[src/rtl/core_cluster_mem_arbiter_if.sv]
// Request/response bundle for N lanes. The arbiter is the slave on the per-core
// side (N=NUM_CORES) and the master on the shared memory side (N=1).
interface core_cluster_mem_arbiter_if #(
    parameter int N          = 1,
    parameter int ADDR_WIDTH = 32,
    parameter int DATA_WIDTH = 32
);
    logic [N-1:0]              req_valid;
    logic [N*ADDR_WIDTH-1:0]   req_addr;
    logic [N*DATA_WIDTH-1:0]   req_wdata;
    logic [N*DATA_WIDTH/8-1:0] req_be;
    logic [N-1:0]              req_we;
    logic [N-1:0]              req_ready;
    logic [N-1:0]              rsp_valid;
    logic [DATA_WIDTH-1:0]     rsp_rdata;

    modport master (
        output req_valid, req_addr, req_wdata, req_be, req_we,
        input  req_ready, rsp_valid, rsp_rdata
    );

    modport slave (
        input  req_valid, req_addr, req_wdata, req_be, req_we,
        output req_ready, rsp_valid, rsp_rdata
    );
endinterface

[src/rtl/core_cluster_mem_arbiter.sv]
// Round-robin arbiter sharing one data-memory port among NUM_CORES cores, with a
// tag FIFO of granted core indices that steers in-order responses back.
module core_cluster_mem_arbiter #(
    parameter int NUM_CORES       = 4,
    parameter int ADDR_WIDTH      = 32,
    parameter int DATA_WIDTH      = 32,
    parameter int MAX_OUTSTANDING = 4
) (
    input  logic                         clk,
    input  logic                         rst,
    core_cluster_mem_arbiter_if.slave    core,
    core_cluster_mem_arbiter_if.master   mem,
    output logic                         busy,
    output logic                         rsp_error
);
    localparam int IDX_W = (NUM_CORES > 1) ? $clog2(NUM_CORES) : 1;
    localparam int PTR_W = (MAX_OUTSTANDING > 1) ? $clog2(MAX_OUTSTANDING) : 1;
    localparam int CNT_W = $clog2(MAX_OUTSTANDING + 1);
    localparam int BE_W  = DATA_WIDTH / 8;

    logic [IDX_W-1:0]      rr_ptr_q, rr_ptr_d;
    logic                  lock_q, lock_d;
    logic [IDX_W-1:0]      locked_idx_q, locked_idx_d;
    logic [PTR_W-1:0]      wr_ptr_q, wr_ptr_d, rd_ptr_q, rd_ptr_d;
    logic [CNT_W-1:0]      count_q, count_d;
    logic [NUM_CORES-1:0]  rsp_valid_q, rsp_valid_d;
    logic [DATA_WIDTH-1:0] rsp_rdata_q, rsp_rdata_d;
    logic                  rsp_error_q, rsp_error_d;
    logic [IDX_W-1:0]      tag_mem [MAX_OUTSTANDING];

    logic [IDX_W-1:0]      grant, cand;
    logic                  found, full, req_valid, fire, push, pop;
    logic [IDX_W-1:0]      head;
    logic [NUM_CORES-1:0]  req_ready;

    // Scan upward from rr_ptr with wrap; a stalled grant stays locked until it fires.
    always_comb begin
        grant = rr_ptr_q;
        cand  = rr_ptr_q;
        found = 1'b0;
        for (int k = 0; k < NUM_CORES; k++) begin
            cand = IDX_W'((int'(rr_ptr_q) + k) % NUM_CORES);
            if (!found && core.req_valid[cand]) begin
                grant = cand;
                found = 1'b1;
            end
        end
        if (lock_q) begin
            grant = locked_idx_q;
        end
    end

    assign full      = (count_q == CNT_W'(MAX_OUTSTANDING));
    assign req_valid = (lock_q | (|core.req_valid)) & ~full;
    assign fire      = req_valid & mem.req_ready;
    assign push      = fire;
    assign pop       = mem.rsp_valid & (count_q != '0);
    assign head      = tag_mem[rd_ptr_q];

    assign mem.req_valid = req_valid;
    assign mem.req_addr  = core.req_addr[grant*ADDR_WIDTH +: ADDR_WIDTH];
    assign mem.req_wdata = core.req_wdata[grant*DATA_WIDTH +: DATA_WIDTH];
    assign mem.req_be    = core.req_be[grant*BE_W +: BE_W];
    assign mem.req_we    = core.req_we[grant];

    always_comb begin
        req_ready = '0;
        if (fire) begin
            req_ready[grant] = 1'b1;
        end
    end

    assign core.req_ready = req_ready;
    assign core.rsp_valid = rsp_valid_q;
    assign core.rsp_rdata = rsp_rdata_q;
    assign busy           = (count_q != '0) | lock_q;
    assign rsp_error      = rsp_error_q;

    always_comb begin
        rr_ptr_d     = rr_ptr_q;
        lock_d       = lock_q;
        locked_idx_d = locked_idx_q;
        wr_ptr_d     = wr_ptr_q;
        rd_ptr_d     = rd_ptr_q;
        count_d      = count_q;
        rsp_valid_d  = '0;
        rsp_rdata_d  = rsp_rdata_q;
        rsp_error_d  = rsp_error_q;

        if (fire) begin
            lock_d   = 1'b0;
            rr_ptr_d = (grant == IDX_W'(NUM_CORES - 1)) ? '0 : grant + 1'b1;
            wr_ptr_d = (wr_ptr_q == PTR_W'(MAX_OUTSTANDING - 1)) ? '0 : wr_ptr_q + 1'b1;
        end else if (req_valid) begin
            lock_d       = 1'b1;
            locked_idx_d = grant;
        end

        if (pop) begin
            rd_ptr_d          = (rd_ptr_q == PTR_W'(MAX_OUTSTANDING - 1)) ? '0 : rd_ptr_q + 1'b1;
            rsp_valid_d[head] = 1'b1;
            rsp_rdata_d       = mem.rsp_rdata;
        end else if (mem.rsp_valid) begin
            rsp_error_d = 1'b1;
        end

        // Full blocks push, so a push with no pop never overflows the count.
        if (push && !pop) begin
            count_d = count_q + 1'b1;
        end else if (pop && !push) begin
            count_d = count_q - 1'b1;
        end
    end

    always_ff @(posedge clk or posedge rst) begin
        if (rst) begin
            rr_ptr_q     <= '0;
            lock_q       <= 1'b0;
            locked_idx_q <= '0;
            wr_ptr_q     <= '0;
            rd_ptr_q     <= '0;
            count_q      <= '0;
            rsp_valid_q  <= '0;
            rsp_rdata_q  <= '0;
            rsp_error_q  <= 1'b0;
        end else begin
            rr_ptr_q     <= rr_ptr_d;
            lock_q       <= lock_d;
            locked_idx_q <= locked_idx_d;
            wr_ptr_q     <= wr_ptr_d;
            rd_ptr_q     <= rd_ptr_d;
            count_q      <= count_d;
            rsp_valid_q  <= rsp_valid_d;
            rsp_rdata_q  <= rsp_rdata_d;
            rsp_error_q  <= rsp_error_d;
        end
    end

    // Tag storage is only meaningful between push and pop, so it needs no reset.
    always_ff @(posedge clk) begin
        if (push) begin
            tag_mem[wr_ptr_q] <= grant;
        end
    end
endmodule

[src/flat_wrapper.sv]
// flat-port wrapper written by rule: the top's interface ports become plain ports
module core_cluster_mem_arbiter_flat 
#(
    parameter int NUM_CORES       = 4,
    parameter int ADDR_WIDTH      = 32,
    parameter int DATA_WIDTH      = 32,
    parameter int MAX_OUTSTANDING = 4
)
  (clk, rst, busy, rsp_error, core_req_valid, core_req_addr, core_req_wdata, core_req_be, core_req_we, core_req_ready, core_rsp_valid, core_rsp_rdata, mem_req_valid, mem_req_addr, mem_req_wdata, mem_req_be, mem_req_we, mem_req_ready, mem_rsp_valid, mem_rsp_rdata);
  core_cluster_mem_arbiter_if #(.N(4), .ADDR_WIDTH(ADDR_WIDTH), .DATA_WIDTH(DATA_WIDTH)) core_i ();
  core_cluster_mem_arbiter_if #(.N(1), .ADDR_WIDTH(ADDR_WIDTH), .DATA_WIDTH(DATA_WIDTH)) mem_i ();
  input  logic clk;
  input  logic rst;
  output logic busy;
  output logic rsp_error;
  input wire logic [$bits(core_i.req_valid)-1:0] core_req_valid;
  input wire logic [$bits(core_i.req_addr)-1:0] core_req_addr;
  input wire logic [$bits(core_i.req_wdata)-1:0] core_req_wdata;
  input wire logic [$bits(core_i.req_be)-1:0] core_req_be;
  input wire logic [$bits(core_i.req_we)-1:0] core_req_we;
  output wire logic [$bits(core_i.req_ready)-1:0] core_req_ready;
  output wire logic [$bits(core_i.rsp_valid)-1:0] core_rsp_valid;
  output wire logic [$bits(core_i.rsp_rdata)-1:0] core_rsp_rdata;
  output wire logic [$bits(mem_i.req_valid)-1:0] mem_req_valid;
  output wire logic [$bits(mem_i.req_addr)-1:0] mem_req_addr;
  output wire logic [$bits(mem_i.req_wdata)-1:0] mem_req_wdata;
  output wire logic [$bits(mem_i.req_be)-1:0] mem_req_be;
  output wire logic [$bits(mem_i.req_we)-1:0] mem_req_we;
  input wire logic [$bits(mem_i.req_ready)-1:0] mem_req_ready;
  input wire logic [$bits(mem_i.rsp_valid)-1:0] mem_rsp_valid;
  input wire logic [$bits(mem_i.rsp_rdata)-1:0] mem_rsp_rdata;
  assign core_i.req_valid = core_req_valid;
  assign core_i.req_addr = core_req_addr;
  assign core_i.req_wdata = core_req_wdata;
  assign core_i.req_be = core_req_be;
  assign core_i.req_we = core_req_we;
  assign core_req_ready = core_i.req_ready;
  assign core_rsp_valid = core_i.rsp_valid;
  assign core_rsp_rdata = core_i.rsp_rdata;
  assign mem_req_valid = mem_i.req_valid;
  assign mem_req_addr = mem_i.req_addr;
  assign mem_req_wdata = mem_i.req_wdata;
  assign mem_req_be = mem_i.req_be;
  assign mem_req_we = mem_i.req_we;
  assign mem_i.req_ready = mem_req_ready;
  assign mem_i.rsp_valid = mem_rsp_valid;
  assign mem_i.rsp_rdata = mem_rsp_rdata;
  core_cluster_mem_arbiter #(.NUM_CORES(NUM_CORES), .ADDR_WIDTH(ADDR_WIDTH), .DATA_WIDTH(DATA_WIDTH), .MAX_OUTSTANDING(MAX_OUTSTANDING)) u_core (.clk(clk), .rst(rst), .core(core_i), .mem(mem_i), .busy(busy), .rsp_error(rsp_error));
endmodule
[config.mk]
export PLATFORM = sky130hd
export DESIGN_NAME = core_cluster_mem_arbiter_flat
export DESIGN_NICKNAME = d
export VERILOG_FILES = /design/src/rtl/core_cluster_mem_arbiter_if.sv /design/src/rtl/core_cluster_mem_arbiter.sv /design/src/flat_wrapper.sv
export SDC_FILE = /design/constraint.sdc
export NUM_CORES = 1
export LEC_CHECK = 0
export ABC_CLOCK_PERIOD_IN_PS = 4800
export CORE_AREA = 4 4 165 167
export DETAILED_ROUTE_END_ITERATION = 16
export DIE_AREA = 0 0 169 171
export GPL_ROUTABILITY_DRIVEN = 0
export PLACE_DENSITY = 0.53
export SLEW_MARGIN = 20
export SYNTH_ARGS = -nofsm -noshare
export SYNTH_HDL_FRONTEND = slang
export SYNTH_SLANG_ARGS = --single-unit
[constraint.sdc]
create_clock -name clk -period 4.8 [get_ports clk]
set_clock_uncertainty 0.1 [all_clocks]
set_input_delay 0.72 -clock clk [delete_from_list [all_inputs] [get_ports clk]]
set_output_delay 0.72 -clock clk [all_outputs]
set_load 0.05 [all_outputs]
==> metrics.csv, run 1 <==
metric;value;unit
cts_buffers;9;
switching_power;4.92;mW
status;completed;
fp.dieW;169;um
routed_wl;27100;um
cts_setup_buffers;0;
ant_nets;0;
dr_total_vias;6571;
die_h;171;um
numPortBuffers;427;
finalCritPeriodShare;85.3;%
clkLatencyLatePin;320;ps
crit_family;buffers and inverters;
power_density;892;nW/um2
grt_max_degree;87;
maxCapViolCount;0;
worstPathCellList;clkdlybuf4s50_1, mux2_4, a2bb2oi_2, o2111ai_4, buf_12, a31oi_1, a22oi_1, buf_12;
async_reset_ff_share;86.0;%
grt_first_pass_wirelength;39100;um
drc;0;
clk_path_buf_depth;2;
worst_pin_slew;842;ps
critPathSlowestCell;clkdlybuf4s50_1;
syn2layout_area_growth;106;%
clk_pin_slew;50;ps
ys_seq_elements;57;
crit_fanout;65;
critPathBufInv;3;
num_io_pins;428;
power.internal;4.36;mW
cts-htree-levels;3;
fin_nets;1289;
ys_types;46;
cts_hold_buf;0;
fmax;0.244;GHz
wl_per_cell;20.7;um
startpoint_type;input pin;
rows;59;
cts.repair.resized;0;
critPathLaunch;core_req_valid[0];
grt_util_all_layers;17.2;%
worstSetupEndpointType;output pin;
peakVddDrop;0.392;mV
cpMostUsedCell;buf_12;
min_path_type;flip-flop to flip-flop;
grt_overflow;0;
dp_cells;1290;
yosysWarnings;0;
worst-setup-path-type;input pin to output pin;
netlist_area;5060;um2
hold_start;u_core.rsp_error$_DFFE_PP0P_;
design.core.area;25800;um2
final_cells;1307;
yosysSeqAreaShare;29.0;%
p_leak;3.87;nW
antenna_found_initial;3;
clkPwrFrac;7.0;%
combPwrFrac;84.4;%
cts-root-buf;clkbuf_16;
drive_above_1_share;14.9;%
slew_headroom;43.8;%
synthFlopType;dfrtp_1;
syn_inst;599;
dr.pass1.iters;5;
grt_pass1_vias;6472;
cts_sinks;57;
dieArea;28900;um2
rsz0062_at_grt;no;
seq_power_share;8.6;%
synth-edff-count;8;
start_util;19.7;%
cts_tree;yes;
min_period;4090;ps
arrival;3270;ps
hpwlAfterDp;20600;um
vias_per_cell;5.03;
report.final.slew_viol_count;0;
setup-tns-final;0;ps
dr.first_iter.drc_count;416;
syn_nets;922;
slowest_delay;650;ps
final_hold_viol_count;0;
syn-mean-instance-area;8.46;um2
setup_viol;0;
swShare;53.0;%
regToRegStartpoint;u_core.lock_q$_DFFE_PP0P_;
crit_required;3980;ps
==> cell usage after synthesis, types with 2 or more instances <==
library cell / number / area, um2
a21o_1: 3 / 22.5
dfrtp_1: 49 / 1230
nor4bb_1: 2 / 20.0
xor2_1: 2 / 17.5
buf_6: 21 / 236
o21ai_1: 47 / 235
a22oi_1: 70 / 526
nor2b_1: 3 / 18.8
a31oi_1: 138 / 863
buf_4: 4 / 30.0
nor3b_1: 2 / 15.0
mux4_2: 2 / 45.0
nor3_1: 5 / 25.0
mux2_2: 34 / 383
and3_1: 4 / 25.0
a21oi_1: 3 / 15.0
clkbuf_1: 33 / 124
o21ai_0: 94 / 470
inv_1: 8 / 30.0
ha_1: 6 / 75.1
nor2_1: 9 / 33.8
buf_8: 2 / 30.0
buf_2: 20 / 100
edfxtp_1: 8 / 240
nand2_1: 9 / 33.8
==> worst paths after layout <==
kind	endpoint	slack (ps)	depth (start not counted)
setup / recovery	mem_req_wdata[19]	710	8
hold / removal	u_core.rsp_error$_DFFE_PP0P_	360	1
setup reg to reg	u_core.count_q[2]$_DFFE_PP0P_	2000	10
hold reg to reg	u_core.rsp_error$_DFFE_PP0P_	360	1
max in group asynchronous	u_core.core.rsp_rdata[13]$_DFFE_PP0P_	3330	2
min in group asynchronous	u_core.core.rsp_rdata[18]$_DFFE_PP0P_	780	2
==> through the flow <==
step                total power, mW  hold WS, ps  setup WS, ps  cell area, um2  util [%]
floorplan                      5.25          384           736            5060         -
global placement               8.67          342           728           10100      39.2
detailed placement             8.69          347           714           10100      39.2
CTS                            9.36          359           706           10400      40.4
global route                   9.70          368           610           10400      40.4
finish                         9.28          357           707           10400      40.4
==> power by group through the flow <==
stage          clock [mW]  sequential [mW]  combinational, mW
2_1_floorplan           0             1.14               4.11
3_3_place_gp            0            0.803               7.87
3_5_place_dp            0            0.811               7.88
4_1_cts             0.664            0.804               7.89
5_1_grt             0.688            0.828               8.18
6_report            0.649            0.802               7.83
==> metal layers <==
layer	vias to the layer above	track usage, %	share of wire [%]
li1	3117	-	-
met1	3054	19.7	37
met2	342	30.1	50
met3	56	4.99	8.7
met4	2	6.97	3.8
met5	-	0	0.048
==> cell usage in the layout, fill, tap and decap left out, types with 9 or more instances in the layout <==
cell type	count
o21ai_0	94
buf_12	76
clkbuf_16	10
nor2_1	9
a31oi_1	138
mux2_2	34
clkdlybuf4s50_1	354
dfrtp_1	49
o21ai_1	47
a22oi_1	70
==> logic make-up (layout without fill, tap and decap cells) <==
family | count (synthesis) | count (layout) | synth area share (%)
buffers and inverters | 90 | 461 | 11.3
xor gates and xnor gates | 3 | 3 | 0.519
adders and majority gates | 7 | 7 | 1.88
other | 0 | 2 | 0
DFF | 57 | 57 | 29.0
AOI/OAI and AO/OA | 364 | 364 | 44.2
muxes | 38 | 38 | 8.94
and+or+nand+nor | 40 | 40 | 4.27
==> worst reg2reg max path, cell delays in order (launching register included) <==
cell and delay, ps:
dfrtp_1 490, nor3_1 100, a22oi_1 500, nand2_1 230
inv_1 200, ha_1 210, inv_1 60, fa_1 370
xor2_1 170, nor2_1 140, xor2_1 160
==> layout make-up <==
cell class	count	area (um2)
fill	2576	15400
timing repair buffer	437	5120
multi-input combinational	452	3040
sequential	57	1470
tap	335	419
clock buffer	11	264
clock inverter	4	50.0
inverter	9	47.5
antenna	2	5.00
==> registers in the layout, indices dropped and copies added (netlist names) <==
name	count
u_core.count_q	3
u_core.lock_q	1
u_core.locked_idx_q	2
u_core.tag_mem	8
u_core.rsp_error	1
u_core.rd_ptr_q	2
u_core.rr_ptr_q	2
u_core.core.rsp_valid	4
u_core.wr_ptr_q	2
u_core.core.rsp_rdata	32
Power figures use the tool's default switching activity.
==> run 2: changes to the inputs <==
--- a/config.mk
+++ b/config.mk
@@ -10,7 +10,7 @@
 export DETAILED_ROUTE_END_ITERATION = 16
 export DIE_AREA = 0 0 169 171
 export GPL_ROUTABILITY_DRIVEN = 0
-export PLACE_DENSITY = 0.53
+export PLACE_DENSITY = 0.63
 export SLEW_MARGIN = 20
 export SYNTH_ARGS = -nofsm -noshare
 export SYNTH_HDL_FRONTEND = slang
==> metrics.csv, run 2 (synthesized netlist as in run 1, its figures left out) <==
metric;value;unit
status;completed;
clk_path_buf_depth;2;
worst-setup-path-type;input pin to output pin;
cts.repair.resized;0;
die_h;171;um
routed_wl;25600;um
ant_nets;0;
grt_first_pass_wirelength;36800;um
drive_above_1_share;14.2;%
num_io_pins;428;
final_hold_viol_count;0;
grt_overflow;0;
fin_nets;1287;
startpoint_type;input pin;
cts-root-buf;clkbuf_16;
finalCritPeriodShare;90.1;%
cts_sinks;57;
syn2layout_area_growth;105;%
antenna_found_initial;1;
setup_viol;0;
grt_util_all_layers;15.9;%
arrival;3500;ps
report.final.slew_viol_count;0;
cts_buffers;9;
dr.first_iter.drc_count;444;
setup-tns-final;0;ps
dr.pass1.iters;5;
grt_pass1_vias;6458;
hpwlAfterDp;19100;um
design.core.area;25800;um2
worst_pin_slew;954;ps
grt_max_degree;77;
mostFrequentLayoutCell;clkdlybuf4s50_1;
dr_total_vias;6564;
wl_per_cell;19.6;um
min_period;4320;ps
final_cell_mix;clkdlybuf4s50_1 (357), a31oi_1 (138), o21ai_0 (94);
rows;59;
p_leak;3.86;nW
numPortBuffers;427;
crit_fanout;74;
vias_per_cell;5.03;
start_util;19.7;%
fmax;0.231;GHz
utilization;40.3;%
nFillCells;2550;
cts_hold_buf;0;
min_path_type;flip-flop to flip-flop;
clkLatencyLatePin;320;ps
cts_tree;yes;
slew_headroom;36.4;%
drc;0;
worstSetupEndpointType;output pin;
power_density;892;nW/um2
rsz0062_at_grt;no;
crit_required;3980;ps
clk_pin_slew;50;ps
cts_setup_buffers;0;
fp.dieW;169;um
largest_register_ffs;32;
peakVddDrop;0.545;mV
dieArea;28900;um2
maxCapViolCount;0;
cts-htree-levels;3;
run 2: cell count changes in the layout (fill, tap and decap cells not counted), moves of 2 or more:
cell,previous run,this run
buf_4,7,3
clkbuf_1,0,4
clkdlybuf4s50_1,354,357
clkinvlp_4,2,0
run 2: layer usage:
| layer | GRT usage [%] | wire length [um] | vias up |
|---|---|---|---|
| met1 | 19.0 | 9810 | 3067 |
| met5 | 0 | 0 | - |
| met2 | 28.0 | 13000 | 334 |
| met3 | 3.54 | 2060 | 42 |
| li1 | - | - | 3121 |
| met4 | 6.02 | 797 | 0 |
run 2: worst paths after layout:
kind                       slack [ps]                          start                                   end  depth (start not counted)
setup / recovery                  480              core_req_valid[0]                       mem_req_addr[6]                          8
hold / removal                    370   u_core.rsp_error$_DFFE_PP0P_          u_core.rsp_error$_DFFE_PP0P_                          1
setup reg to reg                 1790  u_core.count_q[0]$_DFFE_PP0P_         u_core.count_q[2]$_DFFE_PP0P_                          8
hold reg to reg                   370   u_core.rsp_error$_DFFE_PP0P_          u_core.rsp_error$_DFFE_PP0P_                          1
max in group asynchronous        3340                            rst  u_core.core.rsp_rdata[1]$_DFFE_PP0P_                          2
min in group asynchronous         780                            rst             u_core.lock_q$_DFFE_PP0P_                          2
run 2: critical path, cell delays in order:
cell	delay, ps
clkdlybuf4s50_1	560
nor4bb_1	220
o21ai_1	260
o2111a_2	310
buf_4	550
o21ai_0	200
a22oi_1	430
buf_12	200
run 2: per-stage QoR:
step	power [mW]	instance area [um2]	worst slack [ps]	cells	hold slack [ps]
after floorplan	5.25	5060	736	599	384
after global placement	8.62	10100	545	1288	338
after detailed placement	8.67	10100	506	1288	369
after CTS	9.34	10400	501	1304	380
after global routing	9.66	10400	301	1305	383
final	9.26	10400	476	1305	369
run 2: layout make-up:
type	count	area, um2	area share [%]
inverter	9	47.5	0.458
tap	335	419	4.04
clock buffer	13	240	2.31
antenna	1	2.50	0.0241
clock inverter	3	65.1	0.627
sequential	57	1470	14.1
multi-input combinational	452	3040	29.3
timing repair buffer	435	5100	49.1
run 2: power by group:
| part | total, mW | internal [mW] | leakage (nW) | switching (mW) |
|---|---|---|---|---|
| Clock | 0.645 | 0.452 | 0.148 | 0.193 |
| Combinational | 7.81 | 3.23 | 3.06 | 4.58 |
| Sequential | 0.801 | 0.677 | 0.652 | 0.124 |
| Total | 9.26 | 4.36 | 3.86 | 4.89 |
